<file path="config.mk">
export PLATFORM = sky130hd
export DESIGN_NAME = signal_conditioner
export DESIGN_NICKNAME = d
export VERILOG_FILES = /design/src/rtl/signal_conditioner_pkg.sv /design/src/rtl/glitch_filter.sv /design/src/rtl/signal_conditioner.sv
export SDC_FILE = /design/constraint.sdc
export NUM_CORES = 1
export LEC_CHECK = 0
export CORE_AREA = 2 2 39 41
export CTS_CLUSTER_SIZE = 14
export DETAILED_ROUTE_END_ITERATION = 10
export DIE_AREA = 0 0 41 43
export PLACE_DENSITY = 0.41
export SYNTH_ARGS = -nofsm -noshare
export SYNTH_HDL_FRONTEND = slang
export SYNTH_HIERARCHICAL = 1
export SYNTH_SLANG_ARGS = --single-unit
</file>
<file path="constraint.sdc">
create_clock -name clk -period 2.1 [get_ports clk]
set_input_delay 0.525 -clock clk [delete_from_list [all_inputs] [get_ports clk]]
set_output_delay 0.525 -clock clk [all_outputs]
set_load 0.01 [all_outputs]
</file>
<file path="src/rtl/signal_conditioner_pkg.sv">
`default_nettype none
// ---------------------------------------------------------------------------
// signal_conditioner_pkg
// Output-mode encodings and filter counter sizing for signal_conditioner.
// Revision: 1.0
// ---------------------------------------------------------------------------
package signal_conditioner_pkg;

  localparam logic [1:0] MODE_LEVEL = 2'b00;
  localparam logic [1:0] MODE_RISE  = 2'b01;
  localparam logic [1:0] MODE_FALL  = 2'b10;
  localparam logic [1:0] MODE_ANY   = 2'b11;

  // A FILT_LEN of 1 still needs a one-bit counter so the port widths stay legal.
  function automatic int cnt_width(input int filt_len);
    int w;
    w = $clog2(filt_len);
    return (w < 1) ? 1 : w;
  endfunction

endpackage : signal_conditioner_pkg
`default_nettype wire

</file>
<file path="src/rtl/glitch_filter.sv">
`default_nettype none
// ---------------------------------------------------------------------------
// glitch_filter
// One channel: accepts a new level after FILT_LEN stable cycles, registers edges.
// Revision: 1.0
// ---------------------------------------------------------------------------
module glitch_filter
  import signal_conditioner_pkg::*;
#(
  parameter int FILT_LEN = 4
) (
  input  logic clk,
  input  logic rst,
  input  logic cond,
  output logic level,
  output logic rise,
  output logic fall
);

  localparam int            CW        = cnt_width(FILT_LEN);
  localparam logic [CW-1:0] C_CNT_MAX = CW'(FILT_LEN - 1);

  logic          r_filt;
  logic [CW-1:0] r_cnt;
  logic          r_rise;
  logic          r_fall;

  always_ff @(posedge clk or posedge rst) begin
    if (rst) begin
      r_filt <= 1'b0;
      r_cnt  <= '0;
      r_rise <= 1'b0;
      r_fall <= 1'b0;
    end else begin
      r_rise <= 1'b0;
      r_fall <= 1'b0;
      if (cond == r_filt) begin
        r_cnt <= '0;
      end else if (r_cnt == C_CNT_MAX) begin
        // Pulses land in the same cycle as the new level.
        r_filt <= cond;
        r_cnt  <= '0;
        r_rise <= cond;
        r_fall <= ~cond;
      end else begin
        r_cnt <= r_cnt + 1'b1;
      end
    end
  end

  assign level = r_filt;
  assign rise  = r_rise;
  assign fall  = r_fall;

endmodule : glitch_filter
`default_nettype wire

</file>
<file path="src/rtl/signal_conditioner.sv">
`default_nettype none
// ---------------------------------------------------------------------------
// signal_conditioner
// Multi-channel synchroniser, polarity mask, glitch filter and edge/mode output.
// Revision: 1.0
// ---------------------------------------------------------------------------
module signal_conditioner
  import signal_conditioner_pkg::*;
#(
  parameter int WIDTH       = 1,
  parameter int SYNC_STAGES = 2,
  parameter int FILT_LEN    = 4
) (
  input  logic             clk,
  input  logic             rst,
  input  logic [WIDTH-1:0] in_signal,
  input  logic [WIDTH-1:0] invert_mask,
  input  logic [1:0]       mode,
  output logic [WIDTH-1:0] inverted_signal,
  output logic [WIDTH-1:0] rise_pulse,
  output logic [WIDTH-1:0] fall_pulse,
  output logic [WIDTH-1:0] out_signal
);

  logic [WIDTH-1:0] r_sync [SYNC_STAGES];
  logic [WIDTH-1:0] w_cond;

  always_ff @(posedge clk or posedge rst) begin
    if (rst) begin
      for (int i = 0; i < SYNC_STAGES; i++) r_sync[i] <= '0;
    end else begin
      r_sync[0] <= in_signal;
      for (int i = 1; i < SYNC_STAGES; i++) r_sync[i] <= r_sync[i-1];
    end
  end

  // The mask bypasses the synchroniser: it is already in the clk domain.
  assign w_cond = r_sync[SYNC_STAGES-1] ^ invert_mask;

  generate
    for (genvar g = 0; g < WIDTH; g++) begin : g_chan
      glitch_filter #(
        .FILT_LEN(FILT_LEN)
      ) u_filt (
        .clk  (clk),
        .rst  (rst),
        .cond (w_cond[g]),
        .level(inverted_signal[g]),
        .rise (rise_pulse[g]),
        .fall (fall_pulse[g])
      );
    end
  endgenerate

  always_comb begin
    out_signal = '0;
    case (mode)
      MODE_LEVEL: out_signal = inverted_signal;
      MODE_RISE:  out_signal = rise_pulse;
      MODE_FALL:  out_signal = fall_pulse;
      MODE_ANY:   out_signal = rise_pulse | fall_pulse;
      default:    out_signal = '0;
    endcase
  end

endmodule : signal_conditioner
`default_nettype wire
</file>
==> run summary <==
POWER
----------------------------------------------------------------------------------
Relative contribution of combinational cells to total power                  27.6%
VDD IR max                                                                0.350 mV
Power density normalized to cell area                                 1040 mW/mm^2
Switching share of power                                                     27.6%
Proportion of power drawn by the clock network                               28.2%
Cell Int Power                                                          0.000312 W
Part of the power in registers                                               44.2%
Standby leakage power                                                     0.195 nW
Switching pwr                                                           0.000119 W

STA
----------------------------------------------------------------------------------
Post-route worst hold slack                                                 357 ps
Number of failing setup endpoints in the final timing report                     0
Worst-case headroom to the max-slew limit                                    80.6%
Post-route minimum period                                                  1980 ps
Clock skew                                                                 5.53 ps
Max-slew violation total from the final report                                   0
Count of final hold-check violations                                             0
Unrepaired setup endpoints after global routing                                 no
Fin crit share                                                               94.1%
Transition time at the pin with the least slew margin                       289 ps
Timing-limited maximum frequency                                         0.506 GHz

SYNTH
----------------------------------------------------------------------------------
Cell Area, Synth                                                          278 um^2
Share of flip-flops with an asynchronous set or reset                         100%
Cells taking the most area after synthesis                            sky130_fd_sc_hd__dfrtp_1 (63%), sky130_fd_sc_hd__and3b_2 (7.2%), sky130_fd_sc_hd__ha_1 (4.5%), sky130_fd_sc_hd__mux2_1 (4.1%), sky130_fd_sc_hd__a221o_1 (3.6%)
Post-Synthesis Net Count                                                        26
Synth Flop Type                                                       sky130_fd_sc_hd__dfrtp_1
Distinct cells, synth                                                           11
Register area share after synthesis                                          63.1%
Gate count after technology mapping                                             19
Most frequent cells after synthesis                                   sky130_fd_sc_hd__dfrtp_1 (7), sky130_fd_sc_hd__and3b_2 (2), sky130_fd_sc_hd__inv_1 (2)
Post-synthesis area per instance                                         14.6 um^2
Number of synthesized register bits                                              7
Proportion of netlist area held by the largest area contributor              63.1%
Yosys synthesis warning count                                                    6
Count of flip-flops with a built-in enable after synthesis                       0
Most common cell in the synthesized netlist                           sky130_fd_sc_hd__dfrtp_1
Library cell with the largest summed area after synthesis             sky130_fd_sc_hd__dfrtp_1

DRT
----------------------------------------------------------------------------------
Number of vias per cell after detailed routing                                3.94
WL/cell                                                                    9.40 um
Detailed Route WL                                                           451 um
First-pass DRT Iterations                                                        2
DRT iter0 DRCs                                                                   1
Number of vias after detailed routing                                          189
Number of remaining DRC errors                                                   0
Final ANT Viol Nets                                                              0

FINAL LAYOUT
----------------------------------------------------------------------------------
Total area of sequential cells                                            175 um^2
Total of fill cells in the finished design                                     147
Post-layout net count                                                           40
Share of layout cells above drive strength 1                                 25.0%
Diode insertion count for antenna repair                                         0
Final design utilization                                                     29.9%
Area of the multi-input gates                                             100 um^2
Signed area change from the synthesized netlist to the final layout          49.1%
Summed area of non-filler cells in the final layout                       414 um^2

WORST SETUP PATH
----------------------------------------------------------------------------------
CP Launch Type                                                          input port
Maximum fanout along the worst path                                              2
Required time worst endpoint                                               1570 ps
Cell with the largest stage delay on the worst path                   sky130_fd_sc_hd__clkdlybuf4s50_1
Delay contributed by the slowest stage of the critical path                 490 ps
Series of cell instances along the critical path                      clkdlybuf4s50_1 -> nor3b_2 -> a221o_1 -> clkbuf_2
Crit Path Class                                                       input port to output pin
CP arrival                                                                 1450 ps
Critical Path End Type                                                  output pin
Buffering stage count on the worst path with inverters included                  2
CP delay by family, top                                               buffers and inverters

CLOCKING
----------------------------------------------------------------------------------
Post-CTS resize count                                                            3
Clock transition at the registers of the reported paths                      50 ps
Skew-Pair Late Insertion Delay                                              250 ps
Clock Sinks                                                                      7
Number of buffers inserted by hold repair at cts                                 0
Clk buf depth                                                                    2
H-tree depth reported by CTS                                                     1
CTS tree                                                                     built
Number of CTS-inserted buffers                                                   3
Buffers inserted by post-CTS timing repair                                       0
Clk Tree Root Cell                                                    sky130_fd_sc_hd__clkbuf_4

GLOBAL ROUTE
----------------------------------------------------------------------------------
Overflow after GRT                                                               0
Number of antenna violations at the first check in global routing                0
Vias in the first global route                                                 199
Maximum number of pins on one net before global-route repair                     7
Global-route wire length before repair                                      807 um
Overall track demand over capacity in global routing                         7.92%

DIE
----------------------------------------------------------------------------------
Initial core utilization                                                     20.1%
Row Count                                                                       14
Area of the die                                                       0.00176 mm^2
Die extent in y                                                              43 um
Area inside the core boundary                                         0.00138 mm^2
Number of primary I/O pins                                                      10
Die width                                                                    41 um

PLACEMENT
----------------------------------------------------------------------------------
Placed cell area                                                          388 um^2
Routability Congestion                                                       0.685
Detailed placement HPWL                                                     356 um
Count of buffers inserted at the top-level ports                                 9

JOB
----------------------------------------------------------------------------------
Number of maximum-capacitance violations                                         0

WORST HOLD PATH
----------------------------------------------------------------------------------
Min-Delay Path Class                                                  flip-flop to flip-flop

STATUS
----------------------------------------------------------------------------------
Outcome                                                                  completed

worst paths after layout:
kind                                            from                        end  slack, ps  depth (start not counted)
setup reg to reg           g_chan[0].u_filt/r_cnt[0]     g_chan[0].u_filt/level       1020                          2
max in group asynchronous                        rst  g_chan[0].u_filt/r_cnt[1]       1410                          2
hold reg to reg                            r_sync[1]                  r_sync[0]        360                          0
min in group asynchronous                        rst                  r_sync[1]        450                          2
setup / recovery                             mode[1]                 out_signal        120                          4
hold / removal                             r_sync[1]                  r_sync[0]        360                          0
cell type report:
cell class	instances	share of cell area, %
Tap cell	16	4.83
Clock buffer	4	6.34
Sequential cell	7	42.3
Timing Repair Buffer	9	20.5
Multi-Input combinational cell	10	24.2
Inverter	2	1.81
sequential cells by signal, indices dropped and copies added (netlist names):
name,count
g_chan.u_filt/fall,1
g_chan.u_filt/level,1
r_sync,2
g_chan.u_filt/r_cnt,2
g_chan.u_filt/rise,1
routing by layer:
layer | global-route usage [%] | routed length, um | share of wire [%]
met5 | 0 | 0 | 0
met4 | 6.00 | 0 | 0
met3 | 7.85 | 44 | 9.8
met2 | 10.9 | 214 | 47
met1 | 6.33 | 191 | 42
worst register-to-register path, stage by stage (launching register included):
cell and delay [ps]:
sky130_fd_sc_hd__dfrtp_1 380, sky130_fd_sc_hd__ha_1 260, sky130_fd_sc_hd__mux2_1 320
cells in the final DEF (no fill, tap or decap):
master	netlist	final
sky130_fd_sc_hd__and3b_2	2	2
sky130_fd_sc_hd__nor2b_1	1	1
sky130_fd_sc_hd__clkbuf_2	0	1
sky130_fd_sc_hd__mux2_1	1	1
sky130_fd_sc_hd__nor3_2	1	1
sky130_fd_sc_hd__inv_1	2	2
sky130_fd_sc_hd__clkbuf_1	0	1
sky130_fd_sc_hd__a221o_1	1	1
sky130_fd_sc_hd__xor2_1	1	1
sky130_fd_sc_hd__clkbuf_4	0	3
sky130_fd_sc_hd__xnor2_1	1	1
sky130_fd_sc_hd__nor3b_2	0	1
sky130_fd_sc_hd__dfrtp_1	7	7
sky130_fd_sc_hd__clkdlybuf4s50_1	0	8
sky130_fd_sc_hd__ha_1	1	1
power by group through the flow:
stage,sequential (W),combinational (W),clock (W)
2_1_floorplan,0.000193,0.0000654,0
3_3_place_gp,0.000192,0.000120,0
3_5_place_dp,0.000193,0.000124,0
4_1_cts,0.000191,0.000123,0.000131
5_1_grt,0.000195,0.000137,0.000141
6_report,0.000190,0.000119,0.000121
logic make-up after synthesis:
family	synth area share, %
AOI/OAI and AO/OA	3.60
muxes	4.05
and+or+nand+nor	15.8
adders and majority gates	4.50
DFF	63.1
xor gates and xnor gates	6.31
buffers and inverters	2.70
metrics by stage:
stage	std cells	setup WS, ps	setup TNS, ps	total power [W]
floorplan	19	700	0	0.000258
global placement	44	-208	-208	0.000312
detailed placement	44	-245	-245	0.000317
CTS	48	13.6	0	0.000445
global route	48	78.2	0	0.000474
finish	48	124	0	0.000430
Note: power is estimated with default switching activity, not from simulation.
